### src/rtl/ysyx_25020037_hazard_ctrl_pkg.sv
// Shared definitions for the decode/execute issue controller.
// Writeback forwarding is enabled by defining YSYX_25020037_HC_BYPASS_EN.
package ysyx_25020037_hazard_ctrl_pkg;

  typedef enum logic [1:0] {
    HC_RUN    = 2'd0,
    HC_DRAIN  = 2'd1,
    HC_SERIAL = 2'd2
  } hc_state_e;

  localparam int HC_CNT_W = 2;
  localparam int HC_TOT_W = 4;

endpackage

### src/rtl/ysyx_25020037_sb_cnt.sv
// Saturating up/down pending-write counter for one GPR.
// err flags a decrement requested while the count is already zero.
module ysyx_25020037_sb_cnt
  import ysyx_25020037_hazard_ctrl_pkg::*;
#(
  parameter int W = HC_CNT_W
) (
  input  logic         clk,
  input  logic         rst,
  input  logic         inc,
  input  logic         dec,
  output logic [W-1:0] cnt,
  output logic         err
);

  logic [W-1:0] cnt_nxt;

  assign err = dec & (cnt == '0);

  always_comb begin
    cnt_nxt = cnt;
    if (inc & ~dec & (cnt != '1))
      cnt_nxt = cnt + W'(1);
    else if (dec & ~inc & (cnt != '0))
      cnt_nxt = cnt - W'(1);
  end

  always_ff @(posedge clk or posedge rst) begin
    if (rst) cnt <= '0;
    else     cnt <= cnt_nxt;
  end

endmodule

### src/rtl/ysyx_25020037_hazard_ctrl.sv
// Decode-to-execute issue controller: GPR scoreboard, RAW stalls and serialization FSM.
// Define YSYX_25020037_HC_BYPASS_EN to waive hazards resolved by a same-cycle writeback.
module ysyx_25020037_hazard_ctrl
  import ysyx_25020037_hazard_ctrl_pkg::*;
#(
  parameter int CNT_W = HC_CNT_W,
  parameter int TOT_W = HC_TOT_W
) (
  input  logic       clk,
  input  logic       rst,
  input  logic       du_valid,
  input  logic [4:0] du_rs1,
  input  logic [4:0] du_rs2,
  input  logic       du_rs1_used,
  input  logic       du_rs2_used,
  input  logic [4:0] du_rd,
  input  logic       du_gpr_we,
  input  logic       du_serial,
  input  logic       exu_ready,
  output logic       issue_ready,
  output logic       issue_fire,
  input  logic       wb_valid,
  input  logic [4:0] wb_rd,
  input  logic       serial_done,
  input  logic       flush,
  output logic       busy,
  output logic       sb_err
);

  logic [CNT_W-1:0] cnt [32];
  logic [31:1]      inc_vec, dec_vec, err_vec;
  logic [TOT_W-1:0] tot, tot_nxt;
  hc_state_e        state, state_nxt;
  logic             waive1, waive2, raw, ovf, tot_stall, drain_empty;
  logic             inc_tot, dec_tot, busy_nxt;

  assign cnt[0] = '0;

  for (genvar i = 1; i < 32; i++) begin : g_sb
    assign inc_vec[i] = issue_fire & du_gpr_we & (du_rd == 5'(i));
    assign dec_vec[i] = wb_valid & (wb_rd == 5'(i));
    ysyx_25020037_sb_cnt #(.W(CNT_W)) u_cnt (
      .clk (clk),
      .rst (rst),
      .inc (inc_vec[i]),
      .dec (dec_vec[i]),
      .cnt (cnt[i]),
      .err (err_vec[i])
    );
  end

`ifdef YSYX_25020037_HC_BYPASS_EN
  // The last outstanding write retiring this cycle is forwarded to the reader.
  assign waive1      = wb_valid & (wb_rd == du_rs1) & (cnt[du_rs1] == CNT_W'(1));
  assign waive2      = wb_valid & (wb_rd == du_rs2) & (cnt[du_rs2] == CNT_W'(1));
  assign drain_empty = (tot == '0) | (wb_valid & (tot == TOT_W'(1)));
`else
  assign waive1      = 1'b0;
  assign waive2      = 1'b0;
  assign drain_empty = (tot == '0);
`endif

  assign raw = (du_rs1_used & (cnt[du_rs1] != '0) & ~waive1)
             | (du_rs2_used & (cnt[du_rs2] != '0) & ~waive2);
  assign ovf       = du_gpr_we & (du_rd != 5'd0) & (cnt[du_rd] == '1);
  assign tot_stall = du_gpr_we & (tot == '1);

  always_comb begin
    issue_ready = 1'b0;
    case (state)
      HC_RUN:   issue_ready = ~raw & ~ovf & ~tot_stall & ~du_serial;
      HC_DRAIN: issue_ready = drain_empty & ~raw;
      default:  issue_ready = 1'b0;
    endcase
  end

  assign issue_fire = du_valid & issue_ready & exu_ready & ~flush;

  // A writeback against a zero count is an error and must not touch the total.
  assign inc_tot = issue_fire & du_gpr_we & (du_rd != 5'd0);
  assign dec_tot = wb_valid & (wb_rd != 5'd0) & (cnt[wb_rd] != '0);

  always_comb begin
    tot_nxt = tot;
    if (inc_tot & ~dec_tot)      tot_nxt = tot + TOT_W'(1);
    else if (dec_tot & ~inc_tot) tot_nxt = tot - TOT_W'(1);
  end

  always_comb begin
    state_nxt = state;
    case (state)
      HC_RUN:    if (du_valid & du_serial & ~flush) state_nxt = HC_DRAIN;
      HC_DRAIN:  if (flush) state_nxt = HC_RUN;
                 else if (issue_fire) state_nxt = HC_SERIAL;
      HC_SERIAL: if (serial_done) state_nxt = HC_RUN;
      default:   state_nxt = HC_RUN;
    endcase
  end

  assign busy_nxt = (tot_nxt != '0) | (state_nxt != HC_RUN);

  always_ff @(posedge clk or posedge rst) begin
    if (rst) begin
      state  <= HC_RUN;
      tot    <= '0;
      busy   <= 1'b0;
      sb_err <= 1'b0;
    end else begin
      state  <= state_nxt;
      tot    <= tot_nxt;
      busy   <= busy_nxt;
      sb_err <= sb_err | (|err_vec);
    end
  end

endmodule

### config.mk
export PLATFORM = sky130hd
export DESIGN_NAME = ysyx_25020037_hazard_ctrl
export DESIGN_NICKNAME = d
export VERILOG_FILES = /design/src/rtl/ysyx_25020037_hazard_ctrl_pkg.sv /design/src/rtl/ysyx_25020037_sb_cnt.sv /design/src/rtl/ysyx_25020037_hazard_ctrl.sv
export SDC_FILE = /design/constraint.sdc
export NUM_CORES = 1
export LEC_CHECK = 0
export ABC_AREA = 1
export CELL_PAD_IN_SITES_DETAIL_PLACEMENT = 0
export CELL_PAD_IN_SITES_GLOBAL_PLACEMENT = 1
export CORE_ASPECT_RATIO = 0.6
export CORE_UTILIZATION = 46
export DETAILED_ROUTE_END_ITERATION = 12
export PLACE_DENSITY = 0.92
export SYNTH_ARGS = -nofsm -noshare
export SYNTH_HDL_FRONTEND = slang
export SYNTH_SLANG_ARGS = --single-unit
### constraint.sdc
create_clock -name clk -period 4.4 [get_ports clk]
set_input_delay 0.66 -clock clk [delete_from_list [all_inputs] [get_ports clk]]
set_output_delay 0.66 -clock clk [all_outputs]
set_load 0.02 [all_outputs]
; Word level (Yosys, flattened, before mapping)
; Cells that the tools add are included.
[word_totals]
register_bits = 70
latchBits = 0
ramBits = 0
romBits = 0
output_inout_bits = 4
word_cells = 698
n_memories = 0
[op_classes]
n_addsub = 64
multipliers = 0
div_mod_pow = 0
n_lt_le_gt_ge = 4
n_eq_ne = 97
shift = 0
n_mux = 82
n_bitwise = 313
n_reduce_logical = 103
[ops]
columns = operator, n
row1 = $and A1 B1 Y1, 237
row2 = $eq A5 B5 Y1 const B, 32
row3 = $mux W2, 74
row4 = $reduce_bool A2 Y1, 66
row5 = $eq A5 B4 Y1 const B, 16
row6 = $not A1 Y1, 69
row7 = $logic_not A2 Y1, 32
row8 = $add A2 B1 Y2 const B, 31
row9 = $ne A2 B2 Y1 const B, 31
row10 = $sub A2 B1 Y2 const B, 31
row11 = $bmux W2 S5, 4
row12 = $eq A5 B3 Y1 const B, 8
row13 = $reduce_or A31 Y1, 1
row14 = $ge A6 B6 Y1 const B, 4
row15 = $not A5 Y6, 4
row16 = $eq A5 B2 Y1 const B, 4
row17 = $eq A5 B1 Y1 const B, 2
row18 = $reduce_bool A5 Y1, 2
row19 = $mux W4, 2
row20 = $pmux W2 S3, 1
row21 = $add A4 B1 Y4 const B, 1
row22 = $eq A2 B2 Y1 const B, 2
row23 = $eq A4 B4 Y1 const B, 1
row24 = $logic_not A4 Y1, 1
row25 = 5 further kinds, 7

; Logic depth before layout (Yosys ltp)
; Gate-level depths: netlist of run 1.
[logic_depth]
ltp_word = 23
depth_mapped = 23

; Modules after synthesis
; A second synthesis of run 1 with hierarchy kept.
[unflattened]
hier_cells = 1345
hier_area_um2 = 7445.9
[modules_own_cells]
columns = mod, instances, cells_per_inst, area_per_inst_um2
row1 = ysyx_25020037_sb_cnt, 31, 23, 140.1
row2 = ysyx_25020037_hazard_ctrl, 1, 632, 3101.7

; Worst setup path before layout of run 1
; No wires, ideal clock.
[synth_path]
kind = input to register
from = input port du_rd[1]
to = register g_sb[2].u_cnt.cnt[0]
setup_time_ns = 0.117
t_arrival_ns = 2.558
path_slack_ns = 1.725
stages = 20
path_buffers = 2
path_cell_list = buf_2 -> nor2_1 -> inv_1 -> nor2_1 -> nand2_1 -> nand2_1 -> inv_1 -> nand3_1 -> nand2_1 -> nand2_2 -> nand3_4 -> nor2_4 -> nand2_4 -> nor2_4 -> buf_6 -> nand2_1 -> nand3_1 -> nand2_1 -> nand2_1 -> nand2_1
[synth_via]
elab_chain_cells = 20
[synth_lines]
columns = item, line_no
row1 = start: declaration, ysyx_25020037_hazard_ctrl.sv:16  ; input logic [4:0] du_rd,
row2 = $not A5 Y6 (implied by the code), ysyx_25020037_hazard_ctrl.sv:65  ; assign ovf = du_gpr_we & (du_rd != 5'd0) & (cnt[du_rd] == '1);
row3 = $bmux W2 S5, ysyx_25020037_hazard_ctrl.sv:65
row4 = $mux W2 (implied by the code) (2 in series), ysyx_25020037_hazard_ctrl.sv:65
row5 = $eq A2 B2 Y1, ysyx_25020037_hazard_ctrl.sv:65
row6 = $and A1 B1 Y1 (*), ysyx_25020037_hazard_ctrl.sv:65
row7 = $not A1 Y1 (*), ysyx_25020037_hazard_ctrl.sv:71  ; HC_RUN: issue_ready = ~raw & ~ovf & ~tot_stall & ~du_serial;
row8 = $and A1 B1 Y1 (*) (3 in series), ysyx_25020037_hazard_ctrl.sv:71
row9 = $pmux W1 S2 (*), ysyx_25020037_hazard_ctrl.sv:70  ; case (state)
row10 = $and A1 B1 Y1 (*) (3 in series), ysyx_25020037_hazard_ctrl.sv:77  ; assign issue_fire = du_valid & issue_ready & exu_ready & ~flush;
row11 = via issue_fire, ysyx_25020037_hazard_ctrl.sv:21  ; output logic issue_fire,
row12 = $and A1 B1 Y1 (*) (2 in series), ysyx_25020037_hazard_ctrl.sv:40  ; assign inc_vec[i] = issue_fire & du_gpr_we & (du_rd == 5'(i));
row13 = $not A1 Y1, ysyx_25020037_sb_cnt.sv:24  ; else if (dec & ~inc & (cnt != '0))
row14 = $and A1 B1 Y1 (2 in series), ysyx_25020037_sb_cnt.sv:24
row15 = $reduce_bool A2 Y1 (no line), --
row16 = end signal: assignment, ysyx_25020037_sb_cnt.sv:30  ; else cnt <= cnt_nxt;
row17 = end: declaration, ysyx_25020037_sb_cnt.sv:12  ; output logic [W-1:0] cnt,
; The timed path passes the listed nets; every way through them passes the cells marked *. The select of a mux whose other input is x is not followed.
; A chain may end at the register's enable or synchronous reset.

; Worst setup path in the final report of run 1
[layout_path]
from = input port du_rs1[0]
to = output port issue_fire
[layout_via]
elab_chain_cells = 15
[layout_lines]
columns = item, line_no
row1 = start: declaration, ysyx_25020037_hazard_ctrl.sv:12  ; input logic [4:0] du_rs1,
row2 = $not A5 Y6 (implied by the code) (*), ysyx_25020037_hazard_ctrl.sv:63  ; assign raw = (du_rs1_used & (cnt[du_rs1] != '0) & ~waive1)
row3 = $bmux W2 S5 (*), ysyx_25020037_hazard_ctrl.sv:63
row4 = $mux W2 (implied by the code) (*) (2 in series), ysyx_25020037_hazard_ctrl.sv:63
row5 = $reduce_bool A2 Y1 (*), ysyx_25020037_hazard_ctrl.sv:63
row6 = $and A1 B1 Y1 (*), ysyx_25020037_hazard_ctrl.sv:63
row7 = $or A1 B1 Y1 (*), ysyx_25020037_hazard_ctrl.sv:64  ; | (du_rs2_used & (cnt[du_rs2] != '0) & ~waive2);
row8 = $not A1 Y1 (*), "ysyx_25020037_hazard_ctrl.sv:71, ysyx_25020037_hazard_ctrl.sv:72"
row9 = $and A1 B1 Y1 (3 in series), ysyx_25020037_hazard_ctrl.sv:71
row10 = $pmux W1 S2 (*), ysyx_25020037_hazard_ctrl.sv:70
row11 = $and A1 B1 Y1 (*) (3 in series), ysyx_25020037_hazard_ctrl.sv:77
row12 = end: declaration, ysyx_25020037_hazard_ctrl.sv:21
; Mark *: on every way between the ends. The rest lies on a longest branch, timed or not. The select of a mux whose other input is x is not followed.

==> results.toml, run 1 <==
[place]
gp_congestion = 1.02
numPortBuffers = 34
hpwlAfterDp_um = 20500

[sta]
worstMarginPinSlew_ps = 900
hold_slack_ps = 501
slew_headroom_pct = 39.9
period_share_pct = 92.2
max_freq_mhz = 246
setup_violations = 0
fin_crit_ps = 4060
rsz0062_at_grt = "no"
hold_viol = 0
skew_ps = 9.78
slew_violations = 0
tns_ps = 0

[synth]
ys_warn_count = 0
yosysSeqAreaShare_pct = 25.7
netlist_area_um2 = 6810
async_flop_share_pct = 100
postSynthAreaPerCell_um2 = 5.56
synthFlopType = "dfrtp_1"
syn_inst = 1225
ys_seq_elements = 70
synth_nets = 1258
synth-edff-count = 0
synth_cell_types = 34

[die]
die_w_um = 159
start_util_pct = 47.1
rows = 34
die_area_um2 = 15300
num_io_pins = 35
fp.dieH_um = 96.2
core-area_um2 = 14500

[clocking]
clock_sinks = 70
cts_tree = "built"
cts_buffer_depth = 2
cts.hold.buffers_added = 0
clk_pin_slew_worst_paths_ps = 70
clockRootBuffer = "clkbuf_16"
post_cts_resize_count = 0
cts_max_level = 3
cts-buffers-inserted = 9
clk_latency_ps = 350
post-cts-setup-buffer-count = 0

[route]
drt-initial-drc-count = 1186
wl_um = 26500
dr.pass1.iters = 7
routedWlPerCell_um = 18.2
dr_total_vias = 8260
drc = 0
ant_nets = 0
vias_per_cell = 5.67

[global_route]
grt_max_degree = 50
antenna_found_initial = 1
grt_pass1_vias = 7147
grt_first_pass_wirelength_um = 40900
grt_remaining_overflow = 0
grt_use_total_pct = 35.7

[critical_path]
end_kind = "output port"
cp_top_family = "buffers and inverters"
crit_slowest_cell = "clkdlybuf4s50_1"
worstSetupPathType = "in2out"
cp_data_arrival_time_ps = 3400
r2r_start = "g_sb[6].u_cnt.cnt[0]$_DFFE_PP0P_"
critPathLaunchType = "input pin"
cp_num_buf_inv = 4
startpoint = "du_rs1[0]"
critPathMaxStageDelay_ps = 540
crit_top_cell = "nand3_1"
cp.required_ps = 3740
crit_fanout = 9
path_cells = "clkdlybuf4s50_1 > clkinv_1 > nor2_1 > a21oi_1 > nand3_1 > nand3_1 > nand3_1 > nand3_1 > nand2_1 > inv_1 > nand3_4 > nor2_4 > clkdlybuf4s50_1"

[min_path]
min_path_type = "reg2reg"
hold_start = "sb_err$_DFF_PP0_"

[cells_and_area]
antenna_cells = 0
fill_cells = 1521
area_growth_pct = 12.0
seq_area_um2 = 1750
multiInputGateArea_um2 = 4150
fin_nets = 1286
layout-drive-gt1-share_pct = 3.34

[outcome]
outcome = "finished, final reports clean"

[job]
timing.max_cap.violations = 0

[power]
p_per_area_nw_per_um2 = 300
peakVddDrop_v = 0.000168
p_leak_nw = 3.73
==> final timing paths <==
path / endpoint / slack [ps] / cells after the start
worst max register to register: g_sb[12].u_cnt.cnt[0]$_DFFE_PP0P_ / 720 / 15
worst min-delay path: sb_err$_DFF_PP0_ / 500 / 1
worst min register to register: sb_err$_DFF_PP0_ / 500 / 1
worst max-delay path: issue_fire / 340 / 13
max in group asynchronous: g_sb[13].u_cnt.cnt[1]$_DFFE_PP0P_ / 2730 / 3
min in group asynchronous: g_sb[23].u_cnt.cnt[0]$_DFFE_PP0P_ / 800 / 2
==> synthesized netlist by cell type, types with 5 or more instances <==
library cell	count	area share, %
dfrtp_1	70	26
o21ai_1	17	1.3
buf_2	8	0.59
nand4_1	69	6.3
o22ai_1	27	2.5
nor2_1	146	8.1
inv_1	191	11
clkbuf_1	11	0.61
a221oi_1	6	0.77
buf_6	5	0.83
nand2_1	457	25
a21oi_1	51	3.8
nand3_1	114	8.4
o21ai_0	17	1.3
==> layer usage <==
metal  wire length, µm  up-vias  GRT usage [%]
li1                  -     3992              -
met1             12200     3702           53.4
met2              9920      528           48.6
met3              4000       36           11.1
met4               363        2           8.33
met5                13        -              0
==> cell families (layout without fill, tap and decap cells) <==
family                   Yosys count  after routing  synth area share, %
buffers and inverters            225            258                 13.3
XOR/XNOR                           2              2                0.257
flip-flops                        70             70                 25.7
AO/OA/AOI/OAI                    127            127                 10.6
AND/OR/NAND/NOR                  799            799                 49.8
adder cells (fa/ha/maj)            2              2                0.368
==> through the flow <==
stage / instances / worst slack (ps) / instance area (µm²) / util (%) / power, mW
2_1_floorplan: 1225 / 1730 / 6810 / - / 1.23
3_3_place_gp: 1440 / 189 / 7320 / 50.6 / 1.50
3_5_place_dp: 1440 / 235 / 7320 / 50.6 / 1.50
4_1_cts: 1456 / 421 / 7620 / 52.7 / 2.26
5_1_grt: 1456 / 149 / 7620 / 52.7 / 2.41
6_report: 1456 / 342 / 7620 / 52.7 / 2.28
==> worst register-to-register path: cells and delay by family, from the launching register on <==
| family | cells | cell delay, ps |
|---|---|---|
| simple gates | 11 | 2220 |
| flops | 1 | 430 |
| compound gates | 1 | 160 |
| buf+inv | 3 | 760 |
==> state kept, by name (all words and copies together) (netlist names) <==
signal and flops:
tot 4, state 2, busy 1, g_sb.u_cnt.cnt 62, sb_err 1
==> where the power goes <==
part           switching (mW)  leakage [nW]  internal [mW]
Sequential             0.0862         0.941          0.718
Combinational           0.501          2.65          0.207
Clock                   0.329         0.142          0.441
==> area by class of cell <==
class	instances	area share, %
Clock inverter	7	0.952
Inverter	194	9.57
Multi-Input combinational cell	930	54.5
Tap cell	198	3.25
Sequential cell	70	23.0
Timing Repair Buffer	48	5.78
Clock buffer	9	2.96
==> layout by cell type (no fill, tap or decap), drive strengths merged, types with 2 or more instances in the layout <==
cell type / Yosys / layout
o22ai: 27 / 27
nor3: 2 / 2
clkinv: 1 / 5
nand3: 115 / 115
clkbuf: 11 / 9
a21oi: 51 / 51
o21ai: 34 / 34
dfrtp: 70 / 70
a21boi: 4 / 4
nor4: 2 / 2
inv: 193 / 193
o221ai: 3 / 3
a221oi: 6 / 6
nor2: 150 / 150
clkdlybuf4s50: 0 / 33
clkinvlp: 0 / 2
nand4: 69 / 69
buf: 20 / 15
ha: 2 / 2
nand2: 459 / 459
xor2: 2 / 2
Note: power is estimated with default switching activity, not from simulation.
==> inputs of run 2 (changes only) <==
--- a/config.mk
+++ b/config.mk
@@ -9,9 +9,9 @@
 export CELL_PAD_IN_SITES_DETAIL_PLACEMENT = 0
 export CELL_PAD_IN_SITES_GLOBAL_PLACEMENT = 1
 export CORE_ASPECT_RATIO = 0.6
-export CORE_UTILIZATION = 46
+export CORE_UTILIZATION = 38
 export DETAILED_ROUTE_END_ITERATION = 12
-export PLACE_DENSITY = 0.92
+export PLACE_DENSITY = 0.82
 export SYNTH_ARGS = -nofsm -noshare
 export SYNTH_HDL_FRONTEND = slang
 export SYNTH_SLANG_ARGS = --single-unit
==> constraint.sdc (replaced) <==
create_clock -name clk -period 3.4 [get_ports clk]
set_input_delay 0.51 -clock clk [delete_from_list [all_inputs] [get_ports clk]]
set_output_delay 0.51 -clock clk [all_outputs]
set_load 0.02 [all_outputs]
==> run 2 against run 1 <==
  * Final area grew 6.8%
  * Hold slack better by 14 ps
  * Cell count rose by 5.8%
  * Count of clock-buffer cells in the layout is 1 higher
  * Clock skew is 3.2 ps higher
  * Die area up 21%
  * Worst setup slack worse by 150 ps
  * First-iteration DRC count fell by 19%
  * Core utilization fell by 5.7 points
  * Routed wire length grew 3.6%
  * Sequential power up 29%
==> results.toml, run 2 (same netlist as run 1, synthesis figures left out) <==
[global_route]
grt_first_pass_wirelength_um = 42800
grt_use_total_pct = 30.7
grt_max_degree = 44
antenna_found_initial = 1
grt_remaining_overflow = 0
grt_pass1_vias = 7298

[die]
die_w_um = 175
die_area_um2 = 18500
start_util_pct = 39.3
rows = 37
num_io_pins = 35
core-area_um2 = 17300
fp.dieH_um = 106

[sta]
slew_headroom_pct = 55.4
tns_ps = 0
period_share_pct = 94.5
fin_crit_ps = 3210
hold_viol = 0
worstMarginPinSlew_ps = 662
skew_ps = 13.0
rsz0062_at_grt = "no"
hold_slack_ps = 515
slew_violations = 0
setup_violations = 0
max_freq_mhz = 311

[cells_and_area]
layout-drive-gt1-share_pct = 7.04
antenna_cells = 0
mostFrequentLayoutCells = "nand2_1, inv_1, nor2_1"
final_common_cell = "nand2_1"
area_growth_pct = 19.6
largest-register = "g_sb.u_cnt.cnt"
fin_nets = 1334
largest_reg_flops = 62
reg_top3 = "g_sb.u_cnt.cnt (62), tot (4), state (2)"
final_cell_area_um2 = 8140

[route]
dr.pass1.iters = 7
vias_per_cell = 5.31
dr_total_vias = 8173
drc = 0
routedWlPerCell_um = 17.9
drt-initial-drc-count = 956
wl_um = 27500
ant_nets = 0

[job]
timing.max_cap.violations = 0

[clocking]
cts_max_level = 3
cts_tree = "built"
clockRootBuffer = "clkbuf_16"
clk_latency_ps = 350
cts-buffers-inserted = 9
clk_pin_slew_worst_paths_ps = 60
cts_buffer_depth = 2
clock_sinks = 70

[critical_path]
crit_fanout = 5
critPathLaunchType = "input pin"
worstSetupPathType = "in2out"
cp_data_arrival_time_ps = 2700
end_kind = "output port"
cp.required_ps = 2890

[power]
power_mw = 3.04
p_leak_nw = 4.00
p_per_area_nw_per_um2 = 374
peakVddDrop_v = 0.000231

[place]
numPortBuffers = 34
hpwlAfterDp_um = 22000
placed_area_um2 = 7840
gp_congestion = 0.998

[min_path]
min_path_type = "in2async"

[outcome]
outcome = "finished, final reports clean"
run 2: cell types whose count changed in the layout (fill, tap and decap cells not counted), sizes merged:
cell / before / now
buf: 15 / 63
clkdlybuf4s50: 33 / 31
clkbuf: 9 / 10
clkinv: 5 / 4
clkinvlp: 2 / 3
dlygate4sd2: 0 / 1
dlymetal6s2s: 0 / 1
inv: 193 / 192
run 2: layout make-up:
| cell class | instances | area (µm²) |
|---|---|---|
| clock buffer | 10 | 229 |
| clock inverter | 6 | 62.6 |
| fill | 1852 | 9170 |
| inverter | 194 | 729 |
| multi-input combinational | 930 | 4160 |
| sequential | 70 | 1750 |
| tap | 234 | 293 |
| timing repair buffer | 96 | 915 |
run 2: worst max-delay path, cell delays in order:
cell and delay [ps]:
clkdlybuf4s50_1 530, inv_1 80, nand2_1 190, inv_1 130
a21oi_1 150, nand3_1 80, nand3_1 80, nand3_1 60
nand3_1 80, nand2_1 120, inv_1 140, nand3_4 100
nor2_4 100, dlygate4sd2_1 340
run 2: timing repair:
action                     CTS  global route
setup endpoints to repair    1             2
cloned                       0             0
gates resized for setup      1             4
hold buffers                 0             0
buffers inserted             0             0
run 2: path summary, 6_finish.rpt:
| path | from | endpoint | slack (ps) | depth (start not counted) |
|---|---|---|---|---|
| max in group asynchronous | rst | tot[1]$_DFF_PP0_ | 2240 | 3 |
| max reg2reg | g_sb[26].u_cnt.cnt[0]$_DFFE_PP0P_ | g_sb[8].u_cnt.cnt[0]$_DFFE_PP0P_ | 490 | 22 |
| min in group clk | g_sb[27].u_cnt.cnt[1]$_DFFE_PP0P_ | g_sb[27].u_cnt.cnt[1]$_DFFE_PP0P_ | 560 | 2 |
| min | rst | g_sb[23].u_cnt.cnt[0]$_DFFE_PP0P_ | 510 | 2 |
| max | du_rs2[1] | issue_fire | 190 | 14 |
| min reg2reg | g_sb[27].u_cnt.cnt[1]$_DFFE_PP0P_ | g_sb[27].u_cnt.cnt[1]$_DFFE_PP0P_ | 560 | 2 |
run 2: report_power, final:
group | internal [mW] | total [mW] | switching, mW | leakage (nW)
clock | 0.567 | 0.995 | 0.428 | 0.134
sequential | 0.929 | 1.04 | 0.109 | 0.941
combinational | 0.332 | 1.01 | 0.676 | 2.93
total | 1.83 | 3.04 | 1.21 | 4.00
run 2: per-stage QoR:
stage	util (%)	std cells	setup slack, ps
CTS	47.0	1540	62.6
global placement	45.3	1524	-45.7
detailed placement	45.3	1524	-46.4
floorplan	-	1225	875
finish	47.0	1540	189
global route	47.0	1540	13.8
run 2: metal layers:
metal / share of wire [%] / up-vias / track usage (%)
met5: 0 / - / 0
met4: 1.3 / 0 / 5.96
met3: 13 / 29 / 9.34
met2: 37 / 424 / 40.2
met1: 49 / 3637 / 47.9
li1: - / 4083 / -
